File: config.mk
export PLATFORM = sky130hd
export DESIGN_NAME = pipe_adder
export DESIGN_NICKNAME = d
export VERILOG_FILES = /design/src/rtl/pipe_adder_pkg.sv /design/src/rtl/adder_segment.sv /design/src/rtl/pipe_adder.sv
export SDC_FILE = /design/constraint.sdc
export NUM_CORES = 1
export LEC_CHECK = 0
export ABC_AREA = 1
export CORE_ASPECT_RATIO = 0.8
export CORE_MARGIN = 1
export CORE_UTILIZATION = 30
export DETAILED_ROUTE_END_ITERATION = 8
export SYNTH_ARGS = -nofsm -noshare
export SYNTH_HDL_FRONTEND = slang
export SYNTH_HIERARCHICAL = 1
export SYNTH_SLANG_ARGS = --single-unit
File: constraint.sdc
create_clock -name clk -period 2.2 [get_ports clk]
set_input_delay 0.44 -clock clk [delete_from_list [all_inputs] [get_ports clk]]
set_output_delay 0.44 -clock clk [all_outputs]
set_load 0.05 [all_outputs]
File: src/rtl/pipe_adder_pkg.sv
// Shared configuration helpers for the segmented, pipelined add/subtract unit.
package pipe_adder_pkg;

   localparam int unsigned DEF_WIDTH  = 32;
   localparam int unsigned DEF_STAGES = 4;

   function automatic bit cfg_ok(input int unsigned width, input int unsigned stages);
      return (stages >= 1) && (stages <= width) && ((width % stages) == 0);
   endfunction

   function automatic int unsigned seg_width(input int unsigned width,
                                             input int unsigned stages);
      return width / stages;
   endfunction

endpackage

File: src/rtl/adder_segment.sv
// Combinational SEG-bit adder slice; one instance resolves one pipeline stage.
module adder_segment #(
   parameter int unsigned SEG = 8
) (
   input  logic [SEG-1:0] a,
   input  logic [SEG-1:0] b,
   input  logic           cin,
   output logic [SEG-1:0] sum,
   output logic           cout
);

   assign {cout, sum} = {1'b0, a} + {1'b0, b} + {{SEG{1'b0}}, cin};

endmodule

File: src/rtl/pipe_adder.sv
// Pipelined WIDTH-bit add/subtract: one carry segment per stage, valid/ready per stage.
module pipe_adder
   import pipe_adder_pkg::*;
#(
   parameter int unsigned WIDTH  = DEF_WIDTH,
   parameter int unsigned STAGES = DEF_STAGES
) (
   input  logic             clk,
   input  logic             rst_n,
   input  logic             in_valid,
   output logic             in_ready,
   input  logic [WIDTH-1:0] a,
   input  logic [WIDTH-1:0] b,
   input  logic             cin,
   input  logic             sub,
   output logic             out_valid,
   input  logic             out_ready,
   output logic [WIDTH-1:0] sum,
   output logic             cout,
   output logic             ovf
);

   localparam int unsigned SEG = seg_width(WIDTH, STAGES);

   if (!cfg_ok(WIDTH, STAGES)) begin : g_bad_cfg
      $error("pipe_adder: WIDTH must be a multiple of STAGES and 1 <= STAGES <= WIDTH");
   end

   // a/b hold operand bits still to be resolved, s holds resolved result bits.
   typedef struct packed {
      logic             valid;
      logic             sub;
      logic [WIDTH-1:0] a;
      logic [WIDTH-1:0] b;
      logic [WIDTH-1:0] s;
      logic             carry;
      logic             a_msb;
      logic             b_msb;
   } stage_t;

   stage_t        stq [STAGES];
   stage_t        src [STAGES];
   logic [STAGES:0] rdy;

   assign rdy[STAGES] = out_ready;

   for (genvar k = 0; k < STAGES; k++) begin : g_stage
      stage_t          q;
      logic [SEG-1:0]  seg_sum;
      logic            seg_c;

      if (k == 0) begin : g_src_in
         logic [WIDTH-1:0] b_eff;
         assign b_eff  = sub ? ~b : b;
         assign src[k] = '{valid: in_valid, sub: sub, a: a, b: b_eff, s: '0,
                           carry: sub ? ~cin : cin, a_msb: a[WIDTH-1],
                           b_msb: b_eff[WIDTH-1]};
      end else begin : g_src_prev
         assign src[k] = stq[k-1];
      end

      // A stage reloads whenever it is empty or its content moves on, so bubbles collapse.
      assign rdy[k] = ~q.valid | rdy[k+1];

      adder_segment #(
         .SEG(SEG)
      ) u_seg (
         .a   (src[k].a[k*SEG +: SEG]),
         .b   (src[k].b[k*SEG +: SEG]),
         .cin (src[k].carry),
         .sum (seg_sum),
         .cout(seg_c)
      );

      always_ff @(posedge clk or negedge rst_n) begin
         if (!rst_n) begin
            q <= '0;
         end else if (rdy[k]) begin
            q                 <= src[k];
            q.s[k*SEG +: SEG] <= seg_sum;
            q.carry           <= seg_c;
         end
      end

      assign stq[k] = q;
   end

   stage_t last;
   assign last = stq[STAGES-1];

   assign in_ready  = rdy[0];
   assign out_valid = last.valid;
   assign sum       = last.s;
   assign cout      = last.sub ^ last.carry;
   assign ovf       = (last.a_msb == last.b_msb) & (last.s[WIDTH-1] != last.a_msb);

endmodule

== Word level (Yosys, flattened, before mapping) ==
Cells that the tools add are included.
Operators by class
  add/subtract/negate cells: 8
  equality and inequality tests: 2
  mux-type cells: 2
  bitwise operators: 12
Operator list (count)
  $add A8 B8 Y9: 4
  $add A9 B1 Y9: 4
  $mux W32: 1
  $not A32 Y32: 1
  $not A1 Y1: 5
  $or A1 B1 Y1: 4
  $and A1 B1 Y1: 1
  $eq A1 B1 Y1: 1
  $mux W1: 1
  $ne A1 B1 Y1: 1
  $xor A1 B1 Y1: 1
Storage, ports and cells
  register bits: 292
  input bits: 70
  output and inout port bits: 36
  logic and storage cells: 54

== Longest topological paths before layout ==
Gate-level depths: netlist of run 1.
  word-level depth: 5
  depth in mapped cells: 13
  depth with buffers taken out: 11

== Modules after synthesis ==
The synthesis of run 1 kept the hierarchy.
By module, submodules not included
  pipe_adder: times used 1, cells each 881, area an instance 7782.5 µm²
  adder_segment at g_stage[1].u_seg ...: times used 3, cells each 59, area an instance 384.1 µm²
  adder_segment at g_stage[0].u_seg: times used 1, cells each 59, area an instance 382.9 µm²

== Worst setup path before layout of run 1 ==
Ideal clock, no wire load.
  path type: input port to flip-flop
  start point: in sub
  end point: reg g_stage[0].q[2] (netlist name)
  setup time: 0.117 ns
  data arrival time: 2.285 ns
  data required time: 2.083 ns
  path slack: -0.202 ns
  stages: 13
  cells stage by stage: buf_2 > buf_2 > xor2_1 > fa_1 > fa_1 > nand2_1 > nand2_1 > nand3b_4 > nand2_1 > nand2_1 > nand2_1 > nand2_1 > nand2_1
On the way
  cells in the longest elaborated chain, start to end: 3
  elaborated cells between the ends (all ways): 4
  classes of those cells: 2 x add/sub; 2 x mux
Ends and longest elaborated chain
  start, declared: RTL line pipe_adder.sv:15  | input logic sub,
  $mux W32: RTL line pipe_adder.sv:54  | assign b_eff = sub ? ~b : b;
  via g_stage[0].g_src_in.b_eff[0]: RTL line pipe_adder.sv:53  | logic [WIDTH-1:0] b_eff;
  $add A8 B8 Y9: RTL line adder_segment.sv:12  | assign {cout, sum} = {1'b0, a} + {1'b0, b} + {{SEG{1'b0}}, cin};
  $add A9 B1 Y9: RTL line adder_segment.sv:12
  via g_stage[0].seg_c: RTL line pipe_adder.sv:50  | logic seg_c;
  end signal, assigned: RTL line pipe_adder.sv:79  | q <= src[k];
  end, declared: RTL line pipe_adder.sv:48  | stage_t q;
The timed path passes the listed nets, and every way through them passes these cells.
A chain may end at the register's enable or synchronous reset.

== Worst setup path after layout of run 1 ==
  start point: reg g_stage[3].q (netlist bit sum[31])
  end point: out sum[31]
RTL lines
  start, declared: RTL line pipe_adder.sv:48
  start signal, assigned: RTL line pipe_adder.sv:79
  end, declared: RTL line pipe_adder.sv:18  | output logic [WIDTH-1:0] sum,
No word-level cell between the ends.

==> results.json, run 1 <==
{
  "cap_violations": 0,
  "drive_gt1_share_pct": 9.129,
  "drc": 0,
  "fin_crit_sh_pct": 94.27,
  "grt-ovfl-total": 0,
  "grt_pass1_vias": 7011,
  "ys_types": 28,
  "tritoncts": "done",
  "wl_per_cell_um": 13.04,
  "dpl.hpwl_mm": 15.12,
  "antennaDiodeCount": 0,
  "ir_drop_uv": 558.4,
  "grt_pass1_wl_mm": 36.01,
  "endpoint_kind": "output pin",
  "hp-class": "reg2reg",
  "outcome": "complete, no violations",
  "yosys_warnings": 6,
  "slowest_stage": "clkdlybuf4s50_1",
  "firstDrtPassIters": 4,
  "fp.dieW_um": 199.0,
  "syn_inst": 1117,
  "finalHoldViolations": 0,
  "slowest_delay_ns": 0.83,
  "period_minus_slack_ns": 2.074,
  "vias_per_cell": 4.230,
  "worstSetupPathType": "reg2out",
  "netlist_top_cells_count": "nand2_1, dfrtp_1, nand3_1",
  "finalSetupViolations": 0,
  "leakage_nw": 5.878,
  "synth.largest_area_cell": "dfrtp_1",
  "path_cells": "clkdlybuf4s50_1",
  "post-route-util_pct": 36.97,
  "nets": 1287,
  "htree_levels": 4,
  "r2r_cells": 10,
  "drtAntennaViolNets": 0,
  "ys_seq_area_share_pct": 51.03,
  "timing.hold.ws_ns": 0.4709,
  "slew_headroom_pct": 63.94,
  "drt-total-wl_mm": 20.96,
  "worst-path-buf-inv": 1,
  "die_h_um": 159.6,
  "final_area_sq_mm": 0.01126,
  "grtUsageTotal_pct": 14.09,
  "drtIter0Drc": 411,
  "grt_max_degree": 55,
  "clockRootBuffer": "clkbuf_16",
  "start_util_pct": 30.60,
  "crit_path_start_kind": "flop",
  "synth_edf_count": 0,
  "globalplace.congestion": 0.8011,
  "worstPathRequired_ns": 1.76,
  "synth.cell_area_sq_mm": 0.009318,
  "p_per_area_mw_per_mm2": 1138,
  "via_count": 6797,
  "synth_top_cell_area_share_pct": 51.03,
  "tightest_slew_ns": 0.5392,
  "cts_buffer_depth": 2,
  "core_area_sq_mm": 0.03045,
  "io_pins": 106,
  "whs_path_depth": 2,
  "critPathArrivalTime_ns": 1.63,
  "place.port_buffers": 105,
  "area_growth_pct": 20.84,
  "rsz0062_at_grt": "no",
  "skew_ns": 0.01440,
  "synthFlopType": "dfrtp_1",
  "dieArea_sq_mm": 0.03177,
  "rows": 57,
  "post_cts_buffers": 0,
  "syn-num-nets": 1223,
  "clock-sinks": 190,
  "worst-path-stages": 1,
  "synth.area.top_cells": "dfrtp_1, nand2_1, nand3_1",
  "synth.most_common_cell": "nand2_1",
  "synthArstFlopShare_pct": 100.0,
  "antenna_found_initial": 0,
  "clk_latency_ns": 0.43,
  "postSynthAreaPerCell_sq_um": 8.342,
  "cp_max_fo": 3,
  "cts_buffers": 17,
  "slew_violations": 0,
  "dpl_cell_area_sq_mm": 0.01063,
  "max_freq_ghz": 0.4822,
  "crit_family": "buffers and inverters",
  "ys_ff_latch": 190,
  "clk_pin_slew_worst_paths_ns": 0.07
}
[state kept, by name, indices dropped and copies added, names as in the netlist]
register   cells
sum           32
g_stage.q    157
out_valid      1
[cells by family after synthesis]
group,synth area share (%)
simple gates,31.49
flops,51.03
buf+inv,6.647
xor+xnor,4.324
fa+ha+maj,5.479
compound gates,1.034
[per-layer routing]
layer	global-route usage, %	wire length, um
met1	21.95	11610
met2	20.13	8704
met3	2.471	497
met4	2.972	144
met5	0	0
[stage by stage]
stage / power (mW) / TNS, ns / worst slack [ns] / std cells
floorplan: 8.478 / -0.01748 / -0.009924 / 1117
global placement: 9.569 / -1.032 / -0.3045 / 1574
detailed placement: 9.664 / -1.072 / -0.3038 / 1574
CTS: 12.97 / 0 / 0.01936 / 1607
global route: 13.72 / 0 / 0.05038 / 1607
finish: 12.81 / 0 / 0.1260 / 1607
[final cells by class]
class,instances,area [sq um]
fillers,3133,19190
flip-flops and latches,190,4756
multi-input cells,805,3966
repair buffers,126,1247
well taps,413,516.7
clock buffers,17,425.4
clock inverters,15,193.9
inverters,41,153.9
[timing repair]
item | in CTS | in global routing
endpoints found under the setup margin | 0 | 1
hold buffers | 1 | 0
endpoints found under the hold margin | 47 | 0
resized for setup | 0 | 1
[placed cells by master (no fill, tap or decap), drive strengths merged]
cell | synthesis | routed
a21oi | 14 | 14
buf | 57 | 32
bufinv | 0 | 3
clkbuf | 24 | 18
clkdlybuf4s50 | 0 | 91
clkinv | 1 | 3
clkinvlp | 0 | 1
dfrtp | 190 | 190
dlygate4sd3 | 0 | 1
dlymetal6s2s | 0 | 1
fa | 8 | 8
ha | 28 | 28
inv | 40 | 49
nand2 | 597 | 597
nand3 | 75 | 75
nand3b | 8 | 8
nand4 | 1 | 1
nor2 | 15 | 15
o21ai | 3 | 3
or2 | 10 | 10
xnor2 | 8 | 8
xor2 | 38 | 38
[where the power goes]
| group | switching [mW] | internal, mW | leakage, nW | total (mW) |
|---|---|---|---|---|
| Sequential | 0.631 | 4.45 | 2.29 | 5.08 |
| Combinational | 2.84 | 1.64 | 3.29 | 4.47 |
| Clock | 1.43 | 1.83 | 0.305 | 3.26 |
| Total | 4.90 | 7.92 | 5.88 | 12.8 |
[worst paths after layout]
path / endpoint / slack (ns) / from
min: sum[12] / 0.47 / sum[12]
max reg2reg: g_stage[2].q[25] / 0.16 / g_stage[1].q[83]
min in group asynchronous: sum[5] / 0.51 / rst_n
max: sum[31] / 0.13 / sum[31]
min reg2reg: sum[12] / 0.47 / sum[12]
max in group asynchronous: g_stage[0].q[47] / 0.94 / rst_n
(Power assumes the default switching activity.)
==> run 2: changes to the inputs <==
--- a/config.mk
+++ b/config.mk
@@ -10,6 +10,8 @@
 export CORE_MARGIN = 1
 export CORE_UTILIZATION = 30
 export DETAILED_ROUTE_END_ITERATION = 8
+export GPL_ROUTABILITY_DRIVEN = 1
+export GPL_TIMING_DRIVEN = 0
 export SYNTH_ARGS = -nofsm -noshare
 export SYNTH_HDL_FRONTEND = slang
 export SYNTH_HIERARCHICAL = 1
==> run 2 against run 1 <==
- sequential share of layout area decreased by 1.1 points
- non-clock buffer count up 63
- worst setup slack worse by 0.081 ns
- first-iteration DRC count rose by 8.0%
- die area stayed put
- flip-flop and latch count stayed put
- cell count is 3.9% higher
- clock power down 7.1%
- register-to-register slack worse by 0.03 ns
- global-route usage rose by 0.71 points
==> results.json, run 2 (synthesized netlist as in run 1, its figures left out) <==
{
  "dpl_cell_area_sq_mm": 0.01094,
  "slew_headroom_pct": 50.50,
  "max_flop_register": "g_stage.q",
  "path_common_cell": "buf_8",
  "endpoint_kind": "output pin",
  "rrSetupSlack_ns": 0.13,
  "tightest_slew_ns": 0.7425,
  "layout_common_cells": "nand2_1, dfrtp_1, clkdlybuf4s50_1, nand3_1, xor2_1",
  "dieArea_sq_mm": 0.03177,
  "multi_input_area_sq_mm": 0.003961,
  "fin_cells": 1670,
  "fp.dieW_um": 199.0,
  "grt_pass1_vias": 7055,
  "leakage_nw": 6.111,
  "grt_max_degree": 98,
  "core_area_sq_mm": 0.03045,
  "cap_violations": 0,
  "grt_pass1_wl_mm": 36.94,
  "firstDrtPassIters": 5,
  "drive_gt1_share_pct": 10.66,
  "worst-path-stages": 6,
  "tritoncts": "done",
  "finalSetupTns_ns": 0,
  "largest_register_ffs": 157,
  "dpl.hpwl_mm": 16.63,
  "cts_buffers": 17,
  "clk_pin_slew_worst_paths_ns": 0.07,
  "max_freq_ghz": 0.4640,
  "slowest_stage": "clkdlybuf4s50_1",
  "wl_per_cell_um": 13.22,
  "critPathArrivalTime_ns": 1.72,
  "fin_crit_sh_pct": 97.97,
  "area_growth_pct": 24.16,
  "dp_slack_ns": -0.9717,
  "vias_per_cell": 4.285,
  "final_area_sq_mm": 0.01157,
  "p_per_area_mw_per_mm2": 1123,
  "hold_buffers": 0,
  "worstPathRequired_ns": 1.76,
  "worstSetupPathType": "in2out",
  "cp_max_fo": 10,
  "final_common_cell": "nand2_1",
  "r2r-start": "g_stage[0].q[75]",
  "clockRootBuffer": "clkbuf_16",
  "finalSetupViolations": 0,
  "clk_latency_ns": 0.43,
  "antennaDiodeCount": 0,
  "drt-total-wl_mm": 22.08,
  "drc": 0,
  "clock-sinks": 190,
  "hp-class": "in2async",
  "slowest_delay_ns": 0.48,
  "finalHoldViolations": 0,
  "grt-ovfl-total": 0,
  "outcome": "complete, no violations",
  "timing.final.ws_setup_ns": 0.04468,
  "ir_drop_uv": 641.6,
  "post-route-util_pct": 37.99,
  "reg2reg_to": "g_stage[1].q[17]",
  "seq_area_sq_mm": 0.004756,
  "rsz0062_at_grt": "no",
  "num-fill-cells": 3183,
  "cts_buffer_depth": 2,
  "dp_cells": 1635,
  "r2r_cells": 10,
  "globalplace.congestion": 0.8228,
  "die_h_um": 159.6,
  "grtUsageTotal_pct": 14.80,
  "path_cells": "clkdlybuf4s50_1, nor2_4, nand4_1, buf_4, buf_8, buf_8",
  "io_pins": 106,
  "startpoint": "out_ready",
  "skew_ns": 0.01141,
  "place.port_buffers": 104,
  "drtIter0Drc": 444,
  "antenna_found_initial": 0,
  "via_count": 7156,
  "crit_family": "buffers and inverters",
  "start_util_pct": 30.60,
  "nets": 1350,
  "crit_path_start_kind": "input pin",
  "p_total_mw": 12.99,
  "rows": 57,
  "period_minus_slack_ns": 2.155,
  "htree_levels": 4,
  "critPathCapture": "in_ready",
  "timing.hold.ws_ns": 0.01424,
  "drtAntennaViolNets": 0,
  "slew_violations": 0,
  "worst-path-buf-inv": 4
}
run 2: per-layer routing:
| layer | share of wire (%) | global-route usage, % | wire (um) | vias to the layer above |
|---|---|---|---|---|
| li1 | - | - | - | 3666 |
| met1 | 51 | 21.89 | 11290 | 3320 |
| met2 | 43 | 21.78 | 9513 | 158 |
| met3 | 4.8 | 3.062 | 1070 | 12 |
| met4 | 0.94 | 3.916 | 208 | 0 |
| met5 | 0 | 0 | 0 | - |
run 2: worst min-delay path by stage:
stage | from | to | slack, ns | depth (start not counted)
2_1_floorplan | rst_n | g_stage[0].q[100] | 0.14 | 0
3_3_place_gp | g_stage[0].q[54] | g_stage[1].q[54] | 0.45 | 2
3_5_place_dp | g_stage[0].q[89] | g_stage[1].q[89] | 0.46 | 2
4_1_cts | rst_n | sum[5] | 0.05 | 1
5_1_grt | rst_n | sum[5] | 0.08 | 1
6_report | rst_n | sum[3] | 0.01 | 1
run 2: power by group:
part	internal [mW]	switching (mW)	leakage (nW)	total, mW
sequential	4.45	0.620	2.29	5.07
clock	1.67	1.36	0.283	3.03
combinational	1.94	2.95	3.54	4.89
run 2: final cells by class:
| type | instances | area share, % |
|---|---|---|
| buffer | 81 | 4.261 |
| clock buffer | 22 | 4.099 |
| clock inverter | 10 | 0.8869 |
| inverter | 41 | 1.330 |
| multi-input combinational | 805 | 34.24 |
| sequential | 190 | 41.11 |
| tap | 413 | 4.467 |
| timing repair buffer | 108 | 9.604 |
run 2: worst reg2reg max path, stage by stage, from the launching register on:
cell      delay (ns)
dfrtp_1         0.41
fa_1            0.48
fa_1            0.42
nand2_1         0.09
nand2_1         0.11
nand3b_4        0.10
nand2_1         0.07
nand2_1         0.06
nand2_1         0.06
nand2_1         0.09
nand2_1         0.06
run 2: timing repair:
item,4_1_cts,5_1_grt
gates cloned,0,0
setup buffers,2,1
resized for setup,13,7
endpoints found under the hold margin,0,0
setup endpoints to repair,3,8
pin swaps,2,2
==> run 3: changes to the inputs <==
--- a/config.mk
+++ b/config.mk
@@ -12,6 +12,7 @@
 export DETAILED_ROUTE_END_ITERATION = 8
 export GPL_ROUTABILITY_DRIVEN = 1
 export GPL_TIMING_DRIVEN = 0
+export PLACE_DENSITY_LB_ADDON = 0.3
 export SYNTH_ARGS = -nofsm -noshare
 export SYNTH_HDL_FRONTEND = slang
 export SYNTH_HIERARCHICAL = 1
==> run 3 against run 2 <==
- the flow now finishes with violations (negative setup slack)
- non-clock buffer count increased by 1
- global-route usage down 0.11 points
- worst setup slack got worse by 0.067 ns
- sequential share of layout area fell by 0.060 points
- sequential power barely moved
- worst hold slack improved by 0.34 ns
- first-iteration DRC count is 14% higher
- die area stayed put
- critical path type unchanged
- largest cell class unchanged
- highest routed layer unchanged
==> results.json, run 3 (synthesized netlist as in run 1, its figures left out) <==
{
  "seqPwrFrac_pct": 39.1,
  "outcome": "finished with violations",
  "clockRootBuffer": "clkbuf_16",
  "leakage_nw": 6.150,
  "path_cells": "clkdlybuf4s50_1, nor2_4, nand4_1, clkbuf_8, buf_8",
  "endpoint_kind": "output pin",
  "core_area_sq_mm": 0.03045,
  "p_per_area_mw_per_mm2": 1122,
  "p_comb_share_pct": 37.4,
  "slowest_delay_ns": 0.48,
  "grt_max_degree": 121,
  "vias_per_cell": 4.213,
  "swShare_pct": 38.35,
  "globalplace.congestion": 0.8071,
  "antenna_found_initial": 0,
  "post-route-util_pct": 38.03,
  "via_count": 7040,
  "dpl.hpwl_mm": 16.53,
  "firstDrtPassIters": 5,
  "drc": 0,
  "fp.dieW_um": 199.0,
  "drt-total-wl_mm": 22.05,
  "finalSetupTns_ns": -0.02190,
  "area_growth_pct": 24.31,
  "slowest_stage": "clkdlybuf4s50_1",
  "critPathArrivalTime_ns": 1.78,
  "tritoncts": "done",
  "io_pins": 106,
  "tightest_slew_ns": 0.6179,
  "fin_cells": 1671,
  "cp_max_fo": 10,
  "dp_slack_ns": -0.9321,
  "r2r-start": "g_stage[0].q[75]",
  "wl_per_cell_um": 13.20,
  "grt-ovfl-total": 0,
  "p_int_mw": 8.009,
  "finalHoldViolations": 0,
  "hp-class": "in2reg",
  "slew_violations": 0,
  "cts_buffers": 17,
  "place.port_buffers": 104,
  "violations": "negative setup slack",
  "htree_levels": 4,
  "power.switching_mw": 4.983,
  "clk_latency_ns": 0.43,
  "nets": 1351,
  "final_common_cell": "nand2_1",
  "worstPathRequired_ns": 1.76,
  "ir_drop_uv": 621.2,
  "crit_path_start_kind": "input pin",
  "period_minus_slack_ns": 2.222,
  "antennaDiodeCount": 0,
  "grt_pass1_vias": 6875,
  "grt_pass1_wl_mm": 36.31,
  "startpoint": "out_ready",
  "cts_buffer_depth": 2,
  "clock-sinks": 190,
  "min-delay-start": "sub",
  "die_h_um": 159.6,
  "clk_pin_slew_worst_paths_ns": 0.06,
  "max_flop_register": "g_stage.q",
  "rsz0062_at_grt": "yes",
  "skew_ns": 0.01029,
  "worstSetupPathType": "in2out",
  "drive_gt1_share_pct": 10.57,
  "finalSetupViolations": 1,
  "timing.final.ws_setup_ns": -0.02190,
  "dieArea_sq_mm": 0.03177,
  "grtUsageTotal_pct": 14.69,
  "drtAntennaViolNets": 0,
  "dp_cells": 1635,
  "drtIter0Drc": 504,
  "start_util_pct": 30.60,
  "fin_crit_sh_pct": 101.0,
  "layout_common_cells": "nand2_1, dfrtp_1, clkdlybuf4s50_1, nand3_1, xor2_1",
  "clock_power_share_pct": 23.5,
  "largest_register_ffs": 157,
  "cap_violations": 0,
  "slew_headroom_pct": 58.80,
  "rows": 57,
  "max_freq_ghz": 0.4501
}
==> run 3: final cells by class <==
class / instances / area (sq um)
clock buffer: 20 / 446.7
inverter: 41 / 153.9
multi-input combinational: 805 / 3961
timing repair buffer: 109 / 1130
buffer: 81 / 491.7
tap: 413 / 516.7
fill: 3223 / 18870
clock inverter: 12 / 127.6
sequential: 190 / 4755
==> run 3: metrics by stage <==
step           hold WS, ns  total power, mW  instance area (sq um)
2_1_floorplan       0.1444            8.478                   9351
3_3_place_gp        0.4530            10.00                  10910
3_5_place_dp        0.4399            10.08                  10940
4_1_cts             0.3406            13.16                  11540
5_1_grt             0.3864            13.87                  11580
6_report            0.3523            12.99                  11580
==> run 3: layer usage <==
layer	up-vias	track usage [%]	share of wire, %
met5	-	0	0
met4	0	3.392	0.97
met3	15	3.062	3.9
met2	118	21.67	43
met1	3223	21.85	52
li1	3684	-	-
==> run 3: path summary, 6_finish.rpt <==
| path | endpoint | slack, ns | depth (start not counted) |
|---|---|---|---|
| worst max-delay path | in_ready | -0.02 | 5 |
| worst min register to register | sum[13] | 0.47 | 2 |
| worst min-delay path | g_stage[0].q[58] | 0.35 | 4 |
| max in group asynchronous | g_stage[0].q[49] | 0.67 | 3 |
| min in group asynchronous | sum[3] | 0.54 | 2 |
| worst max register to register | g_stage[1].q[15] | 0.15 | 8 |
==> run 3: power by group through the flow <==
stage          sequential (mW)  combinational [mW]  clock, mW
3_3_place_gp              5.14                4.86          0
2_1_floorplan             4.92                3.56          0
4_1_cts                   5.09                4.93       3.13
3_5_place_dp              5.15                4.92          0
6_report                  5.09                4.86       3.05
5_1_grt                   5.23                5.39       3.26
==> run 3: what timing repair did <==
item                                    4_1_cts  5_1_grt
gates resized for setup                      14        9
endpoints found under the setup margin        4       12
endpoints found under the hold margin        70        0
pin swaps                                     2        4
hold buffers                                  1        0
buffers inserted                              1        2
==> run 3: worst max-delay path, delay by kind of cell <==
family        cells  cell delay [ns]
buf+inv           3             0.87
simple gates      2             0.45
